### src/rtl/io_stream_arbiter.sv
// Round-robin, packet-locked arbiter that merges NREQ beat streams onto one
// registered output stream, with a watchdog that revokes a stalled grant.
module io_stream_arbiter #(
  parameter int NREQ    = 2,
  parameter int DW      = 8,
  parameter int TIMEOUT = 64
) (
  input  logic               clock,
  input  logic               resetb,
  input  logic [NREQ-1:0]    req_val,
  input  logic [NREQ-1:0]    req_last,
  input  logic [NREQ*DW-1:0] req_data,
  output logic [NREQ-1:0]    req_rdy,
  output logic               out_val,
  output logic [DW-1:0]      out_data,
  output logic               out_last,
  output logic [1:0]         out_src,
  input  logic               out_rdy,
  output logic               busy,
  output logic               err_timeout
);

  typedef enum logic {
    S_IDLE  = 1'b0,
    S_GRANT = 1'b1
  } state_t;

  localparam logic [1:0] LAST_IDX   = 2'(NREQ - 1);
  localparam logic [7:0] IDLE_LIMIT = (TIMEOUT == 0) ? 8'd0 : 8'(TIMEOUT - 1);
  localparam bit         WD_EN      = (TIMEOUT != 0);

  state_t          r_state;
  logic [1:0]      r_grant;
  logic [1:0]      r_ptr;
  logic [7:0]      r_idle_cnt;
  logic            r_out_val;
  logic [DW-1:0]   r_out_data;
  logic            r_out_last;
  logic [1:0]      r_out_src;
  logic            r_err_timeout;

  logic [3:0]      w_val_pad;
  logic [3:0]      w_last_pad;
  logic [DW-1:0]   w_data_pad [4];
  logic            w_space;
  logic            w_granted_space;
  logic            w_val_g;
  logic            w_last_g;
  logic [DW-1:0]   w_data_g;
  logic            w_xfer;
  logic [1:0]      w_ptr_next;
  logic            w_found;
  logic [1:0]      w_winner;

  // Requester vectors are padded to four lanes so a 2-bit grant can index them.
  genvar gi;
  generate
    for (gi = 0; gi < 4; gi++) begin : g_lane
      if (gi < NREQ) begin : g_used
        assign w_val_pad[gi]  = req_val[gi];
        assign w_last_pad[gi] = req_last[gi];
        assign w_data_pad[gi] = req_data[gi*DW +: DW];
        assign req_rdy[gi]    = w_granted_space && (r_grant == 2'(gi));
      end else begin : g_unused
        assign w_val_pad[gi]  = 1'b0;
        assign w_last_pad[gi] = 1'b0;
        assign w_data_pad[gi] = '0;
      end
    end
  endgenerate

  assign w_space         = !r_out_val || out_rdy;
  assign w_granted_space = (r_state == S_GRANT) && w_space;
  assign w_val_g         = w_val_pad[r_grant];
  assign w_last_g        = w_last_pad[r_grant];
  assign w_data_g        = w_data_pad[r_grant];
  assign w_xfer          = w_granted_space && w_val_g;
  assign w_ptr_next      = (r_grant == LAST_IDX) ? 2'd0 : r_grant + 2'd1;

  // Round-robin scan: first valid requester at or after r_ptr, wrapping.
  always_comb begin
    logic [2:0] w_sum;
    w_found  = 1'b0;
    w_winner = r_ptr;
    w_sum    = '0;
    for (int k = 0; k < NREQ; k++) begin
      w_sum = {1'b0, r_ptr} + 3'(k);
      if (w_sum >= 3'(NREQ)) begin
        w_sum = w_sum - 3'(NREQ);
      end
      if (!w_found && w_val_pad[w_sum[1:0]]) begin
        w_found  = 1'b1;
        w_winner = w_sum[1:0];
      end
    end
  end

  always_ff @(posedge clock) begin
    if (!resetb) begin
      r_state       <= S_IDLE;
      r_grant       <= 2'd0;
      r_ptr         <= 2'd0;
      r_idle_cnt    <= 8'd0;
      r_out_val     <= 1'b0;
      r_out_data    <= '0;
      r_out_last    <= 1'b0;
      r_out_src     <= 2'd0;
      r_err_timeout <= 1'b0;
    end else begin
      r_err_timeout <= 1'b0;

      // The output register drains in either state; it only loads on a transfer.
      if (w_xfer) begin
        r_out_val  <= 1'b1;
        r_out_data <= w_data_g;
        r_out_last <= w_last_g;
        r_out_src  <= r_grant;
      end else if (out_rdy) begin
        r_out_val  <= 1'b0;
      end

      case (r_state)
        S_IDLE: begin
          if (w_found) begin
            r_grant    <= w_winner;
            r_idle_cnt <= 8'd0;
            r_state    <= S_GRANT;
          end
        end
        S_GRANT: begin
          if (w_xfer) begin
            r_idle_cnt <= 8'd0;
            if (w_last_g) begin
              r_state <= S_IDLE;
              r_ptr   <= w_ptr_next;
            end
          end else if (!w_val_g) begin
            // Only requester idleness counts; downstream backpressure never does.
            if (WD_EN && (r_idle_cnt == IDLE_LIMIT)) begin
              r_state       <= S_IDLE;
              r_ptr         <= w_ptr_next;
              r_err_timeout <= 1'b1;
            end else begin
              r_idle_cnt <= r_idle_cnt + 8'd1;
            end
          end
        end
        default: r_state <= S_IDLE;
      endcase
    end
  end

  assign out_val     = r_out_val;
  assign out_data    = r_out_data;
  assign out_last    = r_out_last;
  assign out_src     = r_out_src;
  assign busy        = (r_state == S_GRANT);
  assign err_timeout = r_err_timeout;

endmodule
### config.mk
export PLATFORM = sky130hd
export DESIGN_NAME = io_stream_arbiter
export DESIGN_NICKNAME = d
export VERILOG_FILES = /design/src/rtl/io_stream_arbiter.sv
export SDC_FILE = /design/constraint.sdc
export NUM_CORES = 1
export LEC_CHECK = 0
export ABC_CLOCK_PERIOD_IN_PS = 5200
export CAP_MARGIN = 0
export CORE_UTILIZATION = 40
export CTS_BUF_LIST = sky130_fd_sc_hd__clkbuf_2
export DETAILED_ROUTE_END_ITERATION = 12
export GPL_TIMING_DRIVEN = 0
export PLACE_DENSITY = 0.77
export SKIP_CTS_REPAIR_TIMING = 1
export SYNTH_ARGS = -nofsm -noshare
export SYNTH_HDL_FRONTEND = slang
export SYNTH_SLANG_ARGS = --single-unit
export TNS_END_PERCENT = 100
### constraint.sdc
create_clock -name clock -period 5.2 [get_ports clock]
set_input_delay 0.52 -clock clock [delete_from_list [all_inputs] [get_ports clock]]
set_output_delay 0.52 -clock clock [all_outputs]
set_load 0.02 [all_outputs]
==> flow_metrics.py <==
metrics = {
    "synthesis": {
        "synth_enable_flop_cells": 0,
        "synth_top_cell_area_share_pct": 42.7,
        "synthCells": 142,
        "synth.net_count": 166,
        "yosys_warnings": 0,
        "synthTopCellsByArea": "sky130_fd_sc_hd__dfxtp_1 43%, sky130_fd_sc_hd__mux2i_1 9.0%, sky130_fd_sc_hd__nor2_1 6.5%, sky130_fd_sc_hd__a21oi_1 4.5%, sky130_fd_sc_hd__nor3_1 3.7%",
        "synthMostInstantiatedCell": "sky130_fd_sc_hd__dfxtp_1",
        "share_of_flip_flops_with_an_asynchronous_set_or_reset_pct": 0,
        "post_synth_instance_area_sq_um": 1220,
        "synth_compound_gate_area_share_pct": 21.3,
        "ys_top_cells_by_count": "26 x sky130_fd_sc_hd__dfxtp_1, 21 x sky130_fd_sc_hd__nor2_1, 11 x sky130_fd_sc_hd__a21oi_1, 11 x sky130_fd_sc_hd__mux2i_1",
        "xor_and_xnor_fraction_of_the_mapped_netlist_area_pct": 0,
        "mux_cell_area_share_after_synthesis_pct": 9.03,
        "synthFlopType": "sky130_fd_sc_hd__dfxtp_1",
        "seq_area_frac_synth_pct": 42.7,
        "yosys.cell_types.count": 37,
        "postSynthAreaPerCell_sq_um": 8.59,
        "netlist.top_cell.by_area": "sky130_fd_sc_hd__dfxtp_1",
        "synth_top_family_by_area": "simple AND/OR/NAND/NOR gates",
        "share_of_synthesized_cell_area_in_and_or_nand_and_nor_gates_pct": 22.7,
        "postSynthRegisterBits": 26,
        "synthAdderAreaFrac_pct": 1.03,
    },
    "clocking": {
        "longest_clk_path_bufs": 2,
        "cts_made_buffers": 3,
        "ctsHtreeMaxLevel": 1,
        "clk-insertion-delay-late_ps": 370,
        "number_of_clock_sinks_seen_by_cts": 26,
        "clockRootBuffer": "sky130_fd_sc_hd__clkbuf_2",
        "cts_tree": "yes",
        "worst_setup_hold_path_clk_slew_ps": 270,
    },
    "placement": {
        "port-buffer-count": 38,
        "place_inst": 211,
        "gp_weighted_congestion": 0.794,
        "pre_cts_slack_ps": 2650,
        "dpl-instance-area_sq_um": 1640,
        "hpwlAfterDp_mm": 2.29,
    },
    "power_and_ir_drop": {
        "p_per_area_nw_per_um2": 255,
        "netSwitchingPower_mw": 0.113,
        "pwr-share-comb_pct": 20.4,
        "power_frac_seq_pct": 49.4,
        "switching_share_pct": 26.3,
        "internal_power_mw": 0.317,
        "clock_power_share_pct": 30.2,
        "power.ir.vdd_worst_v": 0.000144,
        "static_leakage_power_nw": 0.604,
    },
    "sta": {
        "post_route_setup_tns_ps": 0,
        "final-max-slew-violation-count": 0,
        "min_period_ps": 2980,
        "final-hold-violation-count": 0,
        "worstMarginPinSlew_ps": 898,
        "final_cycle_utilization_of_the_critical_path_pct": 57.3,
        "setup_repair_after_global_routing_missed_its_margin": "false",
        "finalClockSkew_ps": 18.9,
        "finalSetupViolCount": 0,
        "timing.max_slew.rel_slack_pct": 39.2,
        "setup_slack_after_layout_ps": 2220,
        "fmax_ghz": 0.336,
    },
    "routing": {
        "drtAntennaViolNets": 0,
        "drt-initial-drc-count": 51,
        "vias_per_cell": 5.73,
        "dr_total_vias": 1232,
        "post_drt_wl_per_cell_microns": 14.2,
        "drtPass1Iterations": 8,
        "detail_route.drc_violations": 2,
        "totalWireLength_mm": 3.05,
    },
    "layout": {
        "fin_nets": 209,
        "n_antenna_cell": 0,
        "finish.instance_area_sq_um": 1680,
        "post_route_cells_drive_above_1_share_pct": 5.98,
        "area_growth_from_synthesis_to_final_layout_pct": 38.1,
        "post_layout_nonfiller_instances": 215,
    },
    "setup_path": {
        "timing.critical_path.from": "r_grant[0]",
        "worstSetupStartpointType": "flop",
        "criticalPathCategory": "reg -> out",
        "reg2regPathDepth": 6,
        "end_kind": "output pin",
        "worst-endpoint-required_ps": 4680,
        "reg2reg_setup_slack_ps": 3060,
        "critical_path.reg2reg.startpoint": "r_grant[0]",
        "critical_path.endpoint": "req_rdy[1]",
        "maximum_fanout_encountered_on_the_critical_timing_path": 10,
        "crit-reg2reg-capture": "r_idle_cnt[3]",
        "arrival_ps": 2460,
    },
    "global_routing": {
        "globalRoute.totalOverflow": 0,
        "met3_usage_pct": 2.04,
        "grt_util_all_layers_pct": 18.8,
        "antenna_found_initial": 0,
        "grt_util_met1_pct": 23.9,
        "grt_util_met2_pct": 32.8,
        "grt.busiest_layer": "met2",
        "grt_max_degree": 16,
        "grt_pass1_vias": 1095,
        "grt_first_pass_wirelength_mm": 4.84,
    },
    "floorplan": {
        "die_h_microns": 57.2,
        "initial_utilization_pct": 43.1,
        "die-width_microns": 57.2,
        "core-area_sq_um": 2830,
        "die_area_sq_um": 3270,
        "rows": 19,
        "io_pins": 39,
    },
    "status": {
        "outcome": "finished, violations left",
        "violated_checks": "DRC",
    },
    "flow_run": {
        "timing.max_cap.violations": 0,
    },
    "hold_path": {
        "hold_class": "reg -> reg",
    },
}
-- logic make-up after synthesis --
kind of cell,after synthesis
AND/OR/NAND/NOR,56
AO/OA/AOI/OAI,38
flip-flops,26
multiplexers,11
buffers and inverters,10
adder cells (fa/ha/maj),1
-- sequential cells by signal (all words and copies together), names as in the netlist --
name         flops
out_data         8
r_grant          2
r_ptr            2
out_val          1
r_idle_cnt       8
out_last         1
err_timeout      1
out_src          2
busy             1
-- power by group through the flow --
| stage | Combinational (mW) | Sequential [mW] | Clock, mW |
|---|---|---|---|
| floorplan | 0.0398 | 0.223 | 0 |
| global placement | 0.0853 | 0.216 | 0 |
| detailed placement | 0.0876 | 0.216 | 0 |
| CTS | 0.0879 | 0.212 | 0.130 |
| global route | 0.0939 | 0.214 | 0.139 |
| finish | 0.0875 | 0.212 | 0.130 |
-- metal layers --
| metal | vias to the layer above | wire length, microns |
|---|---|---|
| met5 | - | 0 |
| met3 | 7 | 106 |
| met2 | 33 | 1590 |
| met1 | 593 | 1300 |
| li1 | 599 | - |
| met4 | 0 | 51 |
-- worst max-delay path: stages (launching register included) --
cell and delay (ps):
sky130_fd_sc_hd__dfxtp_1 370, sky130_fd_sc_hd__buf_2 210, sky130_fd_sc_hd__buf_1 490, sky130_fd_sc_hd__nor4b_1 330
sky130_fd_sc_hd__clkdlybuf4s50_1 690
-- how the worst min path moves through the flow --
stage                         end  slack [ps]  cells after the start          start
floorplan           r_idle_cnt[4]         450                      1  r_idle_cnt[4]
global placement    r_idle_cnt[4]         470                      1  r_idle_cnt[4]
detailed placement     out_src[1]         470                      1     out_src[1]
CTS                      r_ptr[1]         500                      2       r_ptr[1]
global route             r_ptr[1]         520                      2       r_ptr[1]
finish                 out_src[1]         500                      1     out_src[1]
-- through the flow --
stage	hold WS, ps	util, %	power [mW]
after floorplan	451	-	0.262
after global routing	518	59.5	0.446
after global placement	466	57.9	0.301
after CTS	503	59.5	0.431
final	501	59.5	0.430
after detailed placement	468	57.9	0.304
-- final cells by class --
| class | instances | area (sq um) |
|---|---|---|
| fill | 269 | 1140 |
| clock inverter | 1 | 30.0 |
| clock buffer | 3 | 15.0 |
| buffer | 7 | 28.8 |
| timing repair buffer | 38 | 380 |
| inverter | 3 | 11.3 |
| multi-input combinational | 106 | 659 |
| sequential | 26 | 520 |
| tap | 31 | 38.8 |
-- placed cells by master, fill, tap and decap left out, types with 3 or more instances in the layout --
master / synthesis / final
sky130_fd_sc_hd__clkdlybuf4s50_1: 0 / 38
sky130_fd_sc_hd__dfxtp_1: 26 / 26
sky130_fd_sc_hd__nor2_1: 21 / 21
sky130_fd_sc_hd__mux2i_1: 11 / 11
sky130_fd_sc_hd__a21oi_1: 11 / 11
sky130_fd_sc_hd__o21ai_0: 9 / 9
sky130_fd_sc_hd__nor3_1: 9 / 9
sky130_fd_sc_hd__nand3_1: 6 / 6
sky130_fd_sc_hd__nand2_1: 5 / 5
sky130_fd_sc_hd__o31ai_1: 5 / 5
sky130_fd_sc_hd__clkbuf_1: 3 / 3
sky130_fd_sc_hd__and2_1: 3 / 3
sky130_fd_sc_hd__nand2b_1: 3 / 3
sky130_fd_sc_hd__clkbuf_2: 0 / 3
Note: power is estimated with default switching activity, not from simulation.
